$ cat src/rtl/clb_cfg_loader.sv
// ---------------------------------------------------------------------------------------------
// clb_cfg_loader
//   Serial configuration loader for one CLB. It hunts for a sync byte in a qualified bitstream.
//   It then shifts a CFG_W-bit configuration word and one even-parity bit into a shadow
//   register. The active configuration is updated only when a complete frame passes parity.
//
//   Optional feature: define CLB_CFG_READBACK_EN to add a serial readback port. This port
//   shifts the active CFG out MSB first while the loader sits in DONE. When the macro is not
//   defined, rb_out and rb_valid are tied low.
//
// Ports
//   k         in   clock, all state changes on the rising edge
//   rst       in   asynchronous active-high reset
//   din       in   serial data, MSB first
//   dvalid    in   din qualifier; a bit is taken when dvalid & dready
//   dready    out  loader accepts bits (HUNT and LOAD only)
//   restart   in   return to HUNT from LOAD / DONE / ERROR
//   cfg       out  active CLB configuration word
//   cfg_done  out  sticky: last frame good
//   cfg_err   out  sticky: last frame failed parity
//   rb_req    in   readback request (DONE only)
//   rb_out    out  readback serial data, MSB first
//   rb_valid  out  readback data qualifier
// ---------------------------------------------------------------------------------------------
module clb_cfg_loader #(
    parameter logic [7:0]  SYNC_WORD = 8'hF2,
    parameter int unsigned CFG_W     = 37
) (
    input  logic             k,
    input  logic             rst,
    input  logic             din,
    input  logic             dvalid,
    output logic             dready,
    input  logic             restart,
    output logic [CFG_W-1:0] cfg,
    output logic             cfg_done,
    output logic             cfg_err,
    input  logic             rb_req,
    output logic             rb_out,
    output logic             rb_valid
);

    localparam int unsigned      CntW   = $clog2(CFG_W + 1);
    // mem 16'h0116, mux2/3/4 sel = 2'b10, o2m*_1 = 1, everything else 0
    localparam logic [CFG_W-1:0] CfgRst = CFG_W'(37'h03_80A8_0116);

    typedef enum logic [2:0] {StHunt, StLoad, StCheck, StDone, StError} state_e;

    state_e            state_q;
    logic              dready_q;
    // Only the 7 most recent bits are kept; the incoming bit completes the 8-bit window.
    logic [6:0]        sync_q;
    logic [CFG_W-1:0]  shadow_q;
    logic [CntW-1:0]   cnt_q;
    logic              par_q;
    logic [CFG_W-1:0]  cfg_q;
    logic              done_q;
    logic              err_q;

    logic              accept;
    logic [7:0]        sync_shift;

    assign accept     = dvalid & dready_q;
    assign sync_shift = {sync_q, din};

`ifdef CLB_CFG_READBACK_EN
    logic              rb_valid_q;
    logic              rb_out_q;
    logic [CFG_W-1:0]  rb_sh_q;
    logic [CntW-1:0]   rb_cnt_q;
`endif

    always_ff @(posedge k or posedge rst) begin
        if (rst) begin
            state_q  <= StHunt;
            dready_q <= 1'b1;
            sync_q   <= '0;
            shadow_q <= '0;
            cnt_q    <= '0;
            par_q    <= 1'b0;
            cfg_q    <= CfgRst;
            done_q   <= 1'b0;
            err_q    <= 1'b0;
`ifdef CLB_CFG_READBACK_EN
            rb_valid_q <= 1'b0;
            rb_out_q   <= 1'b0;
            rb_sh_q    <= '0;
            rb_cnt_q   <= '0;
`endif
        end else begin
            unique case (state_q)
                StHunt: begin
                    if (accept) begin
                        sync_q <= sync_shift[6:0];
                        if (sync_shift == SYNC_WORD) begin
                            state_q <= StLoad;
                            cnt_q   <= '0;
                            par_q   <= 1'b0;
                        end
                    end
                end
                StLoad: begin
                    // restart wins over a bit offered on the same edge
                    if (restart) begin
                        state_q <= StHunt;
                        sync_q  <= '0;
                    end else if (accept) begin
                        par_q <= par_q ^ din;
                        if (cnt_q == CntW'(CFG_W)) begin
                            state_q  <= StCheck;
                            dready_q <= 1'b0;
                        end else begin
                            shadow_q <= {shadow_q[CFG_W-2:0], din};
                            cnt_q    <= cnt_q + CntW'(1);
                        end
                    end
                end
                StCheck: begin
                    // par_q holds the XOR of all data bits and the parity bit
                    if (!par_q) begin
                        cfg_q   <= shadow_q;
                        done_q  <= 1'b1;
                        err_q   <= 1'b0;
                        state_q <= StDone;
                    end else begin
                        done_q  <= 1'b0;
                        err_q   <= 1'b1;
                        state_q <= StError;
                    end
                end
                StDone, StError: begin
                    if (restart) begin
                        state_q  <= StHunt;
                        dready_q <= 1'b1;
                        sync_q   <= '0;
                        done_q   <= 1'b0;
                        err_q    <= 1'b0;
                    end
                end
                default: begin
                    state_q  <= StHunt;
                    dready_q <= 1'b1;
                end
            endcase

`ifdef CLB_CFG_READBACK_EN
            // Readback can only run in DONE, so a restart while active always aborts it.
            if (rb_valid_q) begin
                if (restart || (rb_cnt_q == '0)) begin
                    rb_valid_q <= 1'b0;
                    rb_out_q   <= 1'b0;
                end else begin
                    rb_out_q <= rb_sh_q[CFG_W-1];
                    rb_sh_q  <= {rb_sh_q[CFG_W-2:0], 1'b0};
                    rb_cnt_q <= rb_cnt_q - CntW'(1);
                end
            end else if ((state_q == StDone) && rb_req && !restart) begin
                rb_valid_q <= 1'b1;
                rb_out_q   <= cfg_q[CFG_W-1];
                rb_sh_q    <= {cfg_q[CFG_W-2:0], 1'b0};
                rb_cnt_q   <= CntW'(CFG_W - 1);
            end
`endif
        end
    end

    assign dready   = dready_q;
    assign cfg      = cfg_q;
    assign cfg_done = done_q;
    assign cfg_err  = err_q;

`ifdef CLB_CFG_READBACK_EN
    assign rb_out   = rb_out_q;
    assign rb_valid = rb_valid_q;
`else
    logic unused_rb_req;
    assign unused_rb_req = rb_req;
    assign rb_out        = 1'b0;
    assign rb_valid      = 1'b0;
`endif

endmodule

$ cat config.mk
export PLATFORM = sky130hd
export DESIGN_NAME = clb_cfg_loader
export DESIGN_NICKNAME = d
export VERILOG_FILES = /design/src/rtl/clb_cfg_loader.sv
export SDC_FILE = /design/constraint.sdc
export NUM_CORES = 1
export LEC_CHECK = 0
export CORE_MARGIN = 2
export CORE_UTILIZATION = 50
export DETAILED_ROUTE_END_ITERATION = 10
export MAX_ROUTING_LAYER = met4
export PLACE_DENSITY = 0.77
export RECOVER_POWER = 50
export SLEW_MARGIN = 30
export SYNTH_ARGS = -nofsm -noshare
export SYNTH_HDL_FRONTEND = slang
export SYNTH_SLANG_ARGS = --single-unit
$ cat constraint.sdc
create_clock -name k -period 9.1 [get_ports k]
set_input_delay 2.275 -clock k [delete_from_list [all_inputs] [get_ports k]]
set_output_delay 2.275 -clock k [all_outputs]
set_load 0.005 [all_outputs]
# ---- Yosys cells after proc, flatten, opt, wreduce, memory -nomap -nowiden
# Index checks and enable logic that the tools add are counted.
dict set report totals {
  register_bits 94
  out_inout_bits 42
  elab_cells 79
  ramBits 0
  mem_count 0
  latch_bits 0
  romBits 0
  input_bits 6
}
dict set report op_classes {
  bitwise_logic 6
  add_sub_neg 1
  n_lt_le_gt_ge 0
  shifts 0
  n_reduce_logical 15
  div 0
  n_eq_ne 16
  n_mux 32
  multipliers 0
}
# cell count
set ops {}
lappend ops {{$mux 6} 5}
lappend ops {{$mux 3} 7}
lappend ops {{$reduce_and 5->1} 3}
lappend ops {{$mux 7} 2}
lappend ops {{$ne 2x2->1 const B} 7}
lappend ops {{$pmux 7 s2} 1}
lappend ops {{$pmux 3 s4} 1}
lappend ops {{$pmux 6 s2} 1}
lappend ops {{$mux 1} 11}
lappend ops {{$eq 8x8->1 const B} 1}
lappend ops {{$add 6x1->6 const B} 1}
lappend ops {{$eq 3x2->1 const B} 2}
lappend ops {{$eq 6x6->1 const B} 1}
lappend ops {{$ne 3x3->1 const B} 2}
lappend ops {{$pmux 1 s2} 3}
lappend ops {{$reduce_and 6->1} 1}
lappend ops {{$reduce_bool 2->1} 3}
lappend ops {{$not 1->1} 4}
lappend ops {{$reduce_and 2->1} 2}
lappend ops {{$reduce_and 4->1} 1}
lappend ops {{$reduce_or 2->1} 2}
lappend ops {{$eq 3x1->1 const B} 1}
lappend ops {{$eq 3x3->1 const B} 1}
lappend ops {{$logic_not 3->1} 1}
lappend ops {{6 further kinds} 6}

# ---- Depth between registers and ports, before layout
# Gate-level depths: netlist (run 1).
dict set report logic_depth {
  word_depth 5
  depth_mapped 8
  depth_no_buf 6
}

# ---- Worst setup path before layout (run 1)
# Ideal clock, no wire load.
dict set report synth_timing {
  path_kind {input to register}
  start {input port restart}
  end {register shadow_q[10]}
  path_stages 5
  required_ps 8973
  n_path_buf 2
  t_arrival_ps 3375
  setup_ps 127
  path_slack_ps 5598
  path_cell_list {nand3b_1 -> a211oi_2 -> buf_4 -> buf_6 -> mux2_1}
}
dict set report synth_via {
  elab_chain_cells 2
}
# element line
set synth_lines {}
lappend synth_lines {{from (decl)} 34} ;# input logic restart,
lappend synth_lines {{$not 1->1 (no source line)} -}
lappend synth_lines {{$reduce_and 4->1 (no source line)} -}
lappend synth_lines {{to (signal assigned)} 113} ;# shadow_q <= {shadow_q[CFG_W-2:0], din};
lappend synth_lines {{to (decl)} 53} ;# logic [CFG_W-1:0] shadow_q;
# Every way passes these cells.
# A chain may end at the register's enable or synchronous reset.

# ---- Worst setup path in the final report (run 1)
dict set report layout_timing {
  start {input port restart}
  end {register shadow_q[26]}
}
# Same word-level chain as after synthesis.

==> results.txt, run 1 <==
- The flow ran to the end, but the final reports show violations.
- Failing checks: max-capacitance violations, max-slew violations
* Fin worst setup slack: 4.978 ns
* Number of unique standard cell types used by synthesis: 47
* Mapped Avg Cell Area: about 14 sq um
- Iter 0 DRT Violations: 86
- Cell Area, Placed: approximately 4500 sq um
- Sequential cell area fraction in the yosys report: around three fifths
- Starting utilization of the core area: roughly half
- Number of buffers created by CTS: 9
- In this run the critical register-to-register path is captured at cfg[13].
* Slew at the pin closest to its max-slew limit: 2.107 ns
- STA puts the critical path data arrival time at between 4 and 5 ns.
- The clock arrives with approximately 0.0064 ns of skew.
* Critical setup path kind: input port to register
- The first detailed-routing pass took 4 iterations.
* Fmax: ~240 MHz
- Worst-path clk slew: about 0.09 ns
- From left edge to right edge, the die measures 92.77 um.
- TNS Setup: 0 ns
- The congestion estimate from routability-driven global placement came to slightly above 0.8.
- The final max-slew violation count was 38.
* Number of top-level design ports: 48
* Number of synthesized flops with an enable pin: 0
- Cell accounting for the most synthesized area: sky130_fd_sc_hd__dfrtp_1
- For met1 alone, demand over resource in global routing was between 20% and 30%.
- Of all nets on the critical path, the largest fanout is 39.
- The tool flagged a number of max-cap violations equal to 1.
* Post-synthesis async set-or-reset flop share: 100.0%
- Cell depth of the worst flop-to-flop path: 3
* Reg-to-reg setup timing slack: between 5 and 6 ns
* Leading cell types in the layout, fill and taps excluded: sky130_fd_sc_hd__dfrtp_1 (83), sky130_fd_sc_hd__mux2_2 (67), sky130_fd_sc_hd__dlygate4sd3_1 (31), sky130_fd_sc_hd__clkdlybuf4s50_1 (13), sky130_fd_sc_hd__dfstp_2 (11)
* Fraction of final layout cells sized beyond drive strength 1: roughly 30%
- In this run the static leakage power is 2.277 nW.
- Terminating pin of the worst hold path: sync_q[6]
* Post-detailed-route wirelength per cell: 14.69 um
* Post-CTS Repair Setup Buffers: 0
* Largest cells by area after synthesis: sky130_fd_sc_hd__dfrtp_1 (53%), sky130_fd_sc_hd__mux2_2 (19%), sky130_fd_sc_hd__dfstp_2 (7.3%), sky130_fd_sc_hd__mux2_1 (2.6%), sky130_fd_sc_hd__nor4b_1 (1.6%)
- Once layout is complete, the cells apart from fillers number 430.
- Setup violations remaining at the end of the flow were counted as 0.
- Most used DFF post-synth: sky130_fd_sc_hd__dfrtp_1
- In this run the remaining antenna-violating nets after routing total 0.
* Residual DRC count: 0
- STA classifies the critical path endpoint as a register.
- The initial antenna violation count is 0.
- Startpoint of the most critical register-to-register path: state_q[2]
- At the end of the flow, the number of nets in the layout was 331.
* Most common library cell in the layout ignoring fill and taps: sky130_fd_sc_hd__dfrtp_1
- Number of gates resized after cts: 0
* Maximum count of clock buffers along a single path: 2
* RSZ-0062 raised after global routing: false
- The repair_antennas step left the layout with diodes totalling 0.
* Cell area after technology mapping: approximately 3900 sq um
- From synthesis to final layout, the design area changed by 17.75%.
- After layout, the worst path uses 45.30% of the clock period.
* Gate Count Post-Synth: roughly 280
- The total area inside the core boundary comes to 7687 sq um.
* Largest net degree at the start of global routing: 70
- The later pin in the worst-skew pair is clocked with a latency of 0.36 ns.
- Detailed placement finished with a half-perimeter wire length of 4140 um.
* Total power of the final layout: 0.7343 mW
* Wire length of the first global-routing pass: around 11000 um
- The die covers ~8600 sq um.
* # port buffers: 44
- The worst hold path begins at sync_q[6].
- Across the VDD grid, the largest voltage drop is roughly 0.12 mV.
- After floorplanning, the core was divided into 32 placement rows.
* Post-route minimum period: 4.122 ns
* Final wirelength: 6316 um
- Vias after detailed routing: ~2400
- Rel. slew slack: -40.47%
- The clock drives 94 sinks.
- Via density per instance: 5.474
- Measured along the y axis, the die boundary spans a little over 90 um.
- The hold violation count in the final report came to 0.
- Root buffer cell: sky130_fd_sc_hd__clkbuf_8
* Data required, critical path: 9.35 ns
* Number of global-route vias before repair: around 2400
- TritonCTS clock tree: done
- Number of warnings reported in the yosys synthesis log: 0
* Aggregate global routing overflow: 0
- Summed over its instances, the top area cell type makes up 52.72% of the synthesized netlist area.
- Global router's overall resource usage: between 10% and 20%
* Final instance area: around 4600 sq um
* Start point of the critical path: restart
* Flops & latches, synth: between 90 and 100
- Before CTS, the worst setup slack after placement is about 4.7 ns.
- Most utilized layer in the global route result: met2
- Critical Path Source Type: input port
- Counting tap cells, the placed design contains a total of just over 400 instances.
* CTS H-Tree Depth: 3
* Hold bufs inserted after CTS: 0
- Global routing used 5.533% of the available met3 tracks.
- For this run, global-route usage on met2 was measured as roughly a quarter.
- In this run the worst hold path is classified as register to register.
- For this design the ratio of total power to cell area is between 150 and 200 nW/um^2.
- Counting instances, the worst hold path has a depth of 1.
- After filler insertion, the fill cell instance count of the layout stands at between 600 and 700.
==> how the worst max path moves through the flow <==
stage	slack, ns	depth (start not counted)	endpoint
after global routing	4.83	3	shadow_q[9]
after detailed placement	4.66	5	shadow_q[6]
final	4.98	5	shadow_q[26]
after global placement	4.70	5	shadow_q[27]
after floorplan	4.39	1	cfg[0]
after CTS	5.06	5	shadow_q[26]
==> kinds of logic (layout without fill, tap and decap cells) <==
logic type	count (synthesis)	after routing	share of synthesized area, %
compound gates	35	35	6.383
fa+ha+maj	2	2	0.6350
buf+inv	20	68	2.763
flops	94	94	60.05
mux	76	76	21.72
other cells	1	2	0.09518
simple gates	51	51	8.352
==> area by class of cell <==
class	instances	area (sq um)	share of cell area [%]
Clock buffer	9	123.9	2.670
Sequential cell	94	2366	51.00
Multi-Input combinational cell	166	1461	31.50
Timing Repair Buffer	47	459.2	9.898
Tap cell	102	127.6	2.751
Inverter	5	20.02	0.4315
Clock inverter	7	81.33	1.753
==> synthesized netlist by cell type, drive strengths merged, types with 2 or more instances <==
library cell,n
nand4,3
nor2,8
dfstp,11
dfrtp,83
nor4b,7
a221o,2
nor2b,2
a21o,7
nand3,4
and2,4
mux2,76
nor3,2
o21ai,4
a31oi,3
ha,2
a21oi,7
clkbuf,5
and4b,2
nand2,9
inv,5
buf,10
==> flip-flops by register name, indices dropped and copies added, names as in the netlist <==
signal,flops
par_q,1
shadow_q,37
state_q,3
sync_q,7
cnt_q,6
cfg_done,1
cfg_err,1
dready,1
cfg,37
==> where the power goes <==
group	total, mW	internal (mW)	leakage, nW	switching (mW)
Combinational	0.0242	0.0102	0.921	0.0140
Sequential	0.429	0.425	1.26	0.00468
Clock	0.281	0.131	0.0997	0.150
==> stage by stage <==
| stage | utilization [%] | hold slack (ns) |
|---|---|---|
| floorplan | - | 0.4424 |
| global placement | 57.93 | 0.4580 |
| detailed placement | 57.93 | 0.4638 |
| CTS | 60.60 | 0.4862 |
| global route | 60.35 | 0.5117 |
| finish | 60.35 | 0.4852 |
==> critical path: stages <==
cell	delay, ns
sky130_fd_sc_hd__dlygate4sd3_1	0.65
sky130_fd_sc_hd__nand3b_1	0.32
sky130_fd_sc_hd__a211oi_4	0.25
sky130_fd_sc_hd__buf_4	0.46
sky130_fd_sc_hd__mux2_2	0.40
==> layer usage <==
metal	vias to the layer above	part of all wire, %
met5	-	0
met4	0	1.2
met3	9	4.9
met2	51	48
met1	1190	46
li1	1104	-
(Power assumes the default switching activity.)
==> run 2, diff against run 1 <==
- PLACE_DENSITY: 0.77 -> 0.8
- clock period: 9.1 -> 3.4 ns (I/O delays scaled with it)
==> run 2 against run 1 <==
Against the previous run: sequential share of layout area shrank 0.37 points; sequential cell count is the same; highest routed layer unchanged; global-route usage grew 0.86 points; largest cell class unchanged; die area is the same; clock power grew to 2.7 times the previous value; combinational power grew to 2.8 times the previous value; the flow still finishes with violations (max-capacitance violations, max-slew violations); non-clock buffer count grew 1; sequential power grew to 2.7 times the previous value; via count is essentially flat.
==> results.txt, run 2 (same netlist as run 1, synthesis figures left out) <==
- Outcome: finished, violations left
- The final reports fail on max-capacitance violations, max-slew violations.
* Post-layout nets: around 330
- Multi-input logic area: 1461 sq um
* Kind of end point of the critical path: async pin
* RSZ-0062 raised after global routing: false
- Post-CTS repair changed the size of 0 cells.
- Critical setup path kind: input port to async pin
* Largest net degree at the start of global routing: 43
- Across the VDD grid, the largest voltage drop is around 0.24 mV.
- Detailed-routed wire length on met3: 232 um
- After detailed routing, the number of remaining DRC violations is 0.
* Post-detailed-route wirelength per cell: around 16 um
* Antenna Diode Count: 0
- Power density of the placed cells: 421.6 nW/um^2
* Post-CTS Repair Setup Buffers: 0
- For this run, the top clock speed supported by timing is approximately 390 MHz.
- After layout, the worst setup slack is about 0.82 ns.
- After routing the design area is approximately 4700 sq um.
* Number of top-level design ports: 48
* Starting utilization of the core area: slightly above 50%
- Leakage: approximately 2.2 nW
- After clock tree synthesis, the flow added hold-fix buffers numbering 0.
- The top cell types in the final layout, fill and taps aside, are sky130_fd_sc_hd__dfrtp_1 (83), sky130_fd_sc_hd__mux2_2 (67), sky130_fd_sc_hd__clkdlybuf4s50_1 (41), sky130_fd_sc_hd__dfstp_2 (11), sky130_fd_sc_hd__clkbuf_8 (10).
- In this run the worst setup path terminates at cfg[4].
* Critical Path Source Type: input port
* WL met1: between 3000 and 4000 um
- Start point of the critical path: rst
- The area growth from synthesis to layout is 18.61%.
- Most common library cell in the layout ignoring fill and taps: sky130_fd_sc_hd__dfrtp_1
- Iter 0 DRT Violations: between 90 and 100
- Buffers inserted during clock tree synthesis total 9.
- Measured along the x axis, the die boundary spans 92.77 um.
- Of all nets on the critical path, the largest fanout is 42.
* Seq. cell area: roughly 2400 sq um
* Reg-to-reg critical path endpoint: cfg[15]
* CTS H-Tree Depth: 3
- DR pass1 iterations: 4
- Data required, critical path: between 3 and 4 ns
- At the later pin of the worst-skew pair, clock insertion delay measures around 0.35 ns.
- Post-route minimum period: approximately 2.6 ns
* Cell Area, Placed: around 4500 sq um
- DP HPWL: about 4300 um
* Vias after detailed routing: 2352
* Post-route clock period utilization: roughly three quarters
- Post-placement worst setup slack: between 0.5 and 0.6 ns
- Final weighted congestion in routability-driven placement: a little under 0.8
- Across every metal layer, demand over resource in global routing totals 17.68%.
- After floorplanning, the core was sized to cover about 7700 sq um.
* Top routing layer in use: met4
- Worst-path clk slew: about 0.09 ns
* Max Transition Viols Final: 42
- Slew at the pin closest to its max-slew limit: 1.803 ns
* Final wirelength: just under 7000 um
- For the final routed database, the setup TNS stands at 0 ns.
* Aggregate global routing overflow: 0
- No sink is reached through more buffers than the 2 on the longest clock path.
* Reported max-cap violation count: 1
- Rel. slew slack: -20.87%
- Total Die Area: around 8600 sq um
* Wire length of the first global-routing pass: between 10000 and 15000 um
- The initial antenna violation count was 0.
- The number of cells on the worst reg-to-reg path is 4.
- Number of global-route vias before repair: roughly 2400
- Port buffering added 44 buffers.
* Utilization after layout: 60.79%
* Fraction of final layout cells sized beyond drive strength 1: between 30 and 40%
- Startpoint of the most critical register-to-register path: state_q[1]
* Fillers: roughly 630
- Site Rows: 32
- Via density per instance: 5.457
- Signal arrival time at the worst endpoint: approximately 3 ns
- TritonCTS clock tree: done
* Reg-to-reg setup timing slack: around 1.0 ns
- Hold Vio Cnt, Final: 0
* Number of routed nets with antenna violations: 0
- In this run the vertical extent of the chip is between 90 and 100 um.
- After detailed routing, the met2 layer carries ~3300 um of wire.
* Layout Skew: 0.008207 ns
- CTS saw 94 sinks.
- Type of the most critical hold path: register to register
- Setup Viol. Count Final: 0
* Root buffer cell: sky130_fd_sc_hd__clkbuf_8
==> run 2: per-stage QoR <==
step	power (mW)	hold WS [ns]	instances
after floorplan	1.216	0.4424	280
after global placement	1.237	0.4581	415
after detailed placement	1.241	0.4659	415
after CTS	1.994	0.4864	431
after global routing	2.046	0.5213	431
final	1.970	0.4860	431
==> run 2: worst max-delay path, stage by stage <==
cell	delay [ns]
sky130_fd_sc_hd__dlygate4sd3_1	0.55
sky130_fd_sc_hd__clkinvlp_2	1.06
sky130_fd_sc_hd__clkbuf_2	0.57
==> run 2: final cells by class <==
| class | count | share of cell area (%) |
|---|---|---|
| flip-flops and latches | 94 | 50.63 |
| multi-input cells | 166 | 31.27 |
| repair buffers | 48 | 10.50 |
| clock buffers | 10 | 2.945 |
| well taps | 102 | 2.731 |
| clock inverters | 6 | 1.499 |
| inverters | 5 | 0.4284 |
==> run 2: worst min path at each step <==
stage                         start   endpoint  slack, ns  depth (start not counted)
after floorplan           sync_q[6]  sync_q[6]       0.44                          1
after global routing      sync_q[6]  sync_q[6]       0.52                          1
after detailed placement  sync_q[6]  sync_q[6]       0.47                          1
after global placement    sync_q[6]  sync_q[6]       0.46                          1
final                     sync_q[6]  sync_q[6]       0.49                          1
after CTS                 sync_q[6]  sync_q[6]       0.49                          1
==> run 2: per-layer routing <==
metal	vias up	track usage [%]
met5	-	-
met4	0	7.353
met3	7	3.011
met2	46	27.05
met1	1197	23.68
li1	1102	-
==> run 2: report_power, final <==
group          internal (mW)  switching [mW]
Combinational         0.0295          0.0375
Clock                  0.365           0.389
Sequential              1.14          0.0124
==> run 3, diff against run 2 <==
- PLACE_DENSITY: 0.8 -> 0.77
- clock period: 3.4 -> 2.6 ns (I/O delays scaled with it)
==> run 3 against run 2 <==
Against the previous run: the run now ends clean; highest routed layer unchanged; first-iteration DRC count rose by 8.7%; sequential cell count did not move; critical endpoint is now cnt_q[4]; critical path type is now input port to register; register-to-register slack got worse by 0.44 ns.
==> results.txt, run 3 (same netlist as run 1, synthesis figures left out) <==
* Signal arrival time at the worst endpoint: 2.36 ns
* Leakage: roughly 2.2 nW
- Type of the most critical hold path: register to register
- Number of buffers created by CTS: 9
- Die width: ~90 um
* Total Die Area: ~8600 sq um
- Hold repair after CTS inserted 0 buffers.
- The repair_antennas step left the layout with diodes totalling 0.
- Largest net degree at the start of global routing: 95
* Root buffer cell: sky130_fd_sc_hd__clkbuf_8
- The run finished with clean final reports.
* Worst-skew pair later-pin latency: ~0.36 ns
- In this run the remaining antenna-violating nets after routing total 0.
- The tightest hold path in the finished design has a slack of between 0.4 and 0.5 ns.
- TNS Setup: 0 ns
* Largest stage delay, worst path: between 0.4 and 0.5 ns
- Worst-path clk slew: 0.09 ns
- Setup repair after global routing left no endpoint under its margin.
- Traced cell by cell, the critical path runs through clkdlybuf4s50_1, nor4bb_1, and4b_1, o21ai_0, a221o_1.
* CTS H-Tree Depth: 3
- Sink count of the clock tree: 94
- The smallest clock period supported by the final layout is computed as between 2 and 2.5 ns.
* Post-detailed-route wirelength per cell: roughly 15 um
- DP HPWL: around 4200 um
- Starting utilization of the core area: roughly half
- Maximum count of clock buffers along a single path: 2
- Iter 0 DRT Violations: 100
* Max Transition Viols Final: 0
- In the layout the commonest cells are sky130_fd_sc_hd__dfrtp_1 (83), sky130_fd_sc_hd__mux2_2 (66), sky130_fd_sc_hd__clkdlybuf4s50_1 (37), sky130_fd_sc_hd__dfstp_2 (11), sky130_fd_sc_hd__mux2_1 (10).
- Critical Path Source Type: input port
- Number of global-route vias before repair: 2393
- Number of antenna violations at the first check in global routing: 0
* # port buffers: 44
- Post-layout nets: 337
- Power density of the placed cells: between 500 and 600 nW/um^2
- For this design the top-level I/O count stands at 48.
- Global router's overall resource usage: approximately 17%
- Max-cap violations in this run came to 0.
* Worst-case vdd ir drop: approximately 0.40 mV
* Setup Viol. Count Final: 0
- Via density per instance: 5.431
- Once the clock tree was built, the resizer swapped 0 gates to a different size.
* Worst-path cell with the longest stage delay: sky130_fd_sc_hd__nor4bb_1
- Post-CTS Repair Setup Buffers: 0
* Overall die height: between 90 and 100 um
* Residual DRC count: 0
* Wire length of the first global-routing pass: 11450 um
* Kind of end point of the critical path: register
- DR pass1 iterations: 4
- Data required, critical path: between 2 and 3 ns
- Fmax: 472.9 MHz
* Aggregate global routing overflow: 0
- Vias after detailed routing: 2368
- The worst pin sits at a relative slew slack of roughly 18%.
- The final critical path takes up around four fifths of the cycle.
- TritonCTS built the clock tree.
* Final wirelength: roughly 6500 um
- In this run the core area contains 32 standard-cell rows.
* Slew at the pin closest to its max-slew limit: 1.224 ns
- Final weighted congestion in routability-driven placement: approximately 0.81
- Relative to the synthesized area, the layout overhead comes to 19.12%.
- Setup slack on the worst reg-to-reg path comes out at 0.60 ns.
- Most common library cell in the layout ignoring fill and taps: sky130_fd_sc_hd__dfrtp_1
- Critical setup path kind: input port to register
- The hold violation count in the final report was 0.
- Crit path max fanout: 3
- Between clock sinks in the finished design, the worst skew comes to 0.009982 ns.
* CORE AREA: between 7000 and 8000 sq um
* Fraction of final layout cells sized beyond drive strength 1: between 30 and 40%
## run 3: final timing paths
kind                            start           end  cells after the start
max                               din      cnt_q[4]                      5
min                         sync_q[6]     sync_q[6]                      1
max reg2reg                state_q[1]   shadow_q[6]                      4
min reg2reg                 sync_q[6]     sync_q[6]                      1
max in group asynchronous         rst     sync_q[3]                      3
min in group asynchronous         rst  shadow_q[22]                      3
## run 3: stage by stage
| stage | setup slack [ns] | std cells | utilization [%] | total power, mW | cell area [sq um] |
|---|---|---|---|---|---|
| detailed placement | 0.1106 | 420 | 58.87 | 1.626 | 4526 |
| CTS | 0.4974 | 436 | 61.31 | 2.545 | 4713 |
| global placement | 0.1744 | 420 | 58.87 | 1.623 | 4526 |
| finish | 0.4852 | 436 | 61.05 | 2.506 | 4693 |
| floorplan | 0.7230 | 280 | - | 1.590 | 3948 |
| global route | 0.3315 | 436 | 61.05 | 2.620 | 4693 |
## run 3: layout make-up
cell class              count  area, sq um
fillers                   617         2994
flip-flops and latches     94         2366
multi-input cells         166         1476
repair buffers             53        513.0
well taps                 102        127.6
clock buffers               9        123.9
clock inverters             7        63.81
inverters                   5        22.52
## run 3: layer usage
metal  part of all wire (%)  vias to the layer above  GRT usage [%]
met1                     48                     1198          23.95
met4                   0.28                        0          4.779
met5                      0                        -              -
met2                     47                       50          25.12
met3                    4.9                        4          4.394
li1                       -                     1116              -
## run 3: critical path: cells and delay by family
family          cells  cell delay (ns)
buf+inv             1             0.42
simple gates        2             0.75
compound gates      2             0.54
## run 3: power by group
| group | switching (mW) | leakage [nW] | total [mW] | internal [mW] |
|---|---|---|---|---|
| sequential | 0.0166 | 1.26 | 1.50 | 1.49 |
| clock | 0.547 | 0.0938 | 0.915 | 0.368 |
| combinational | 0.0494 | 0.865 | 0.0876 | 0.0382 |
| total | 0.613 | 2.22 | 2.51 | 1.89 |
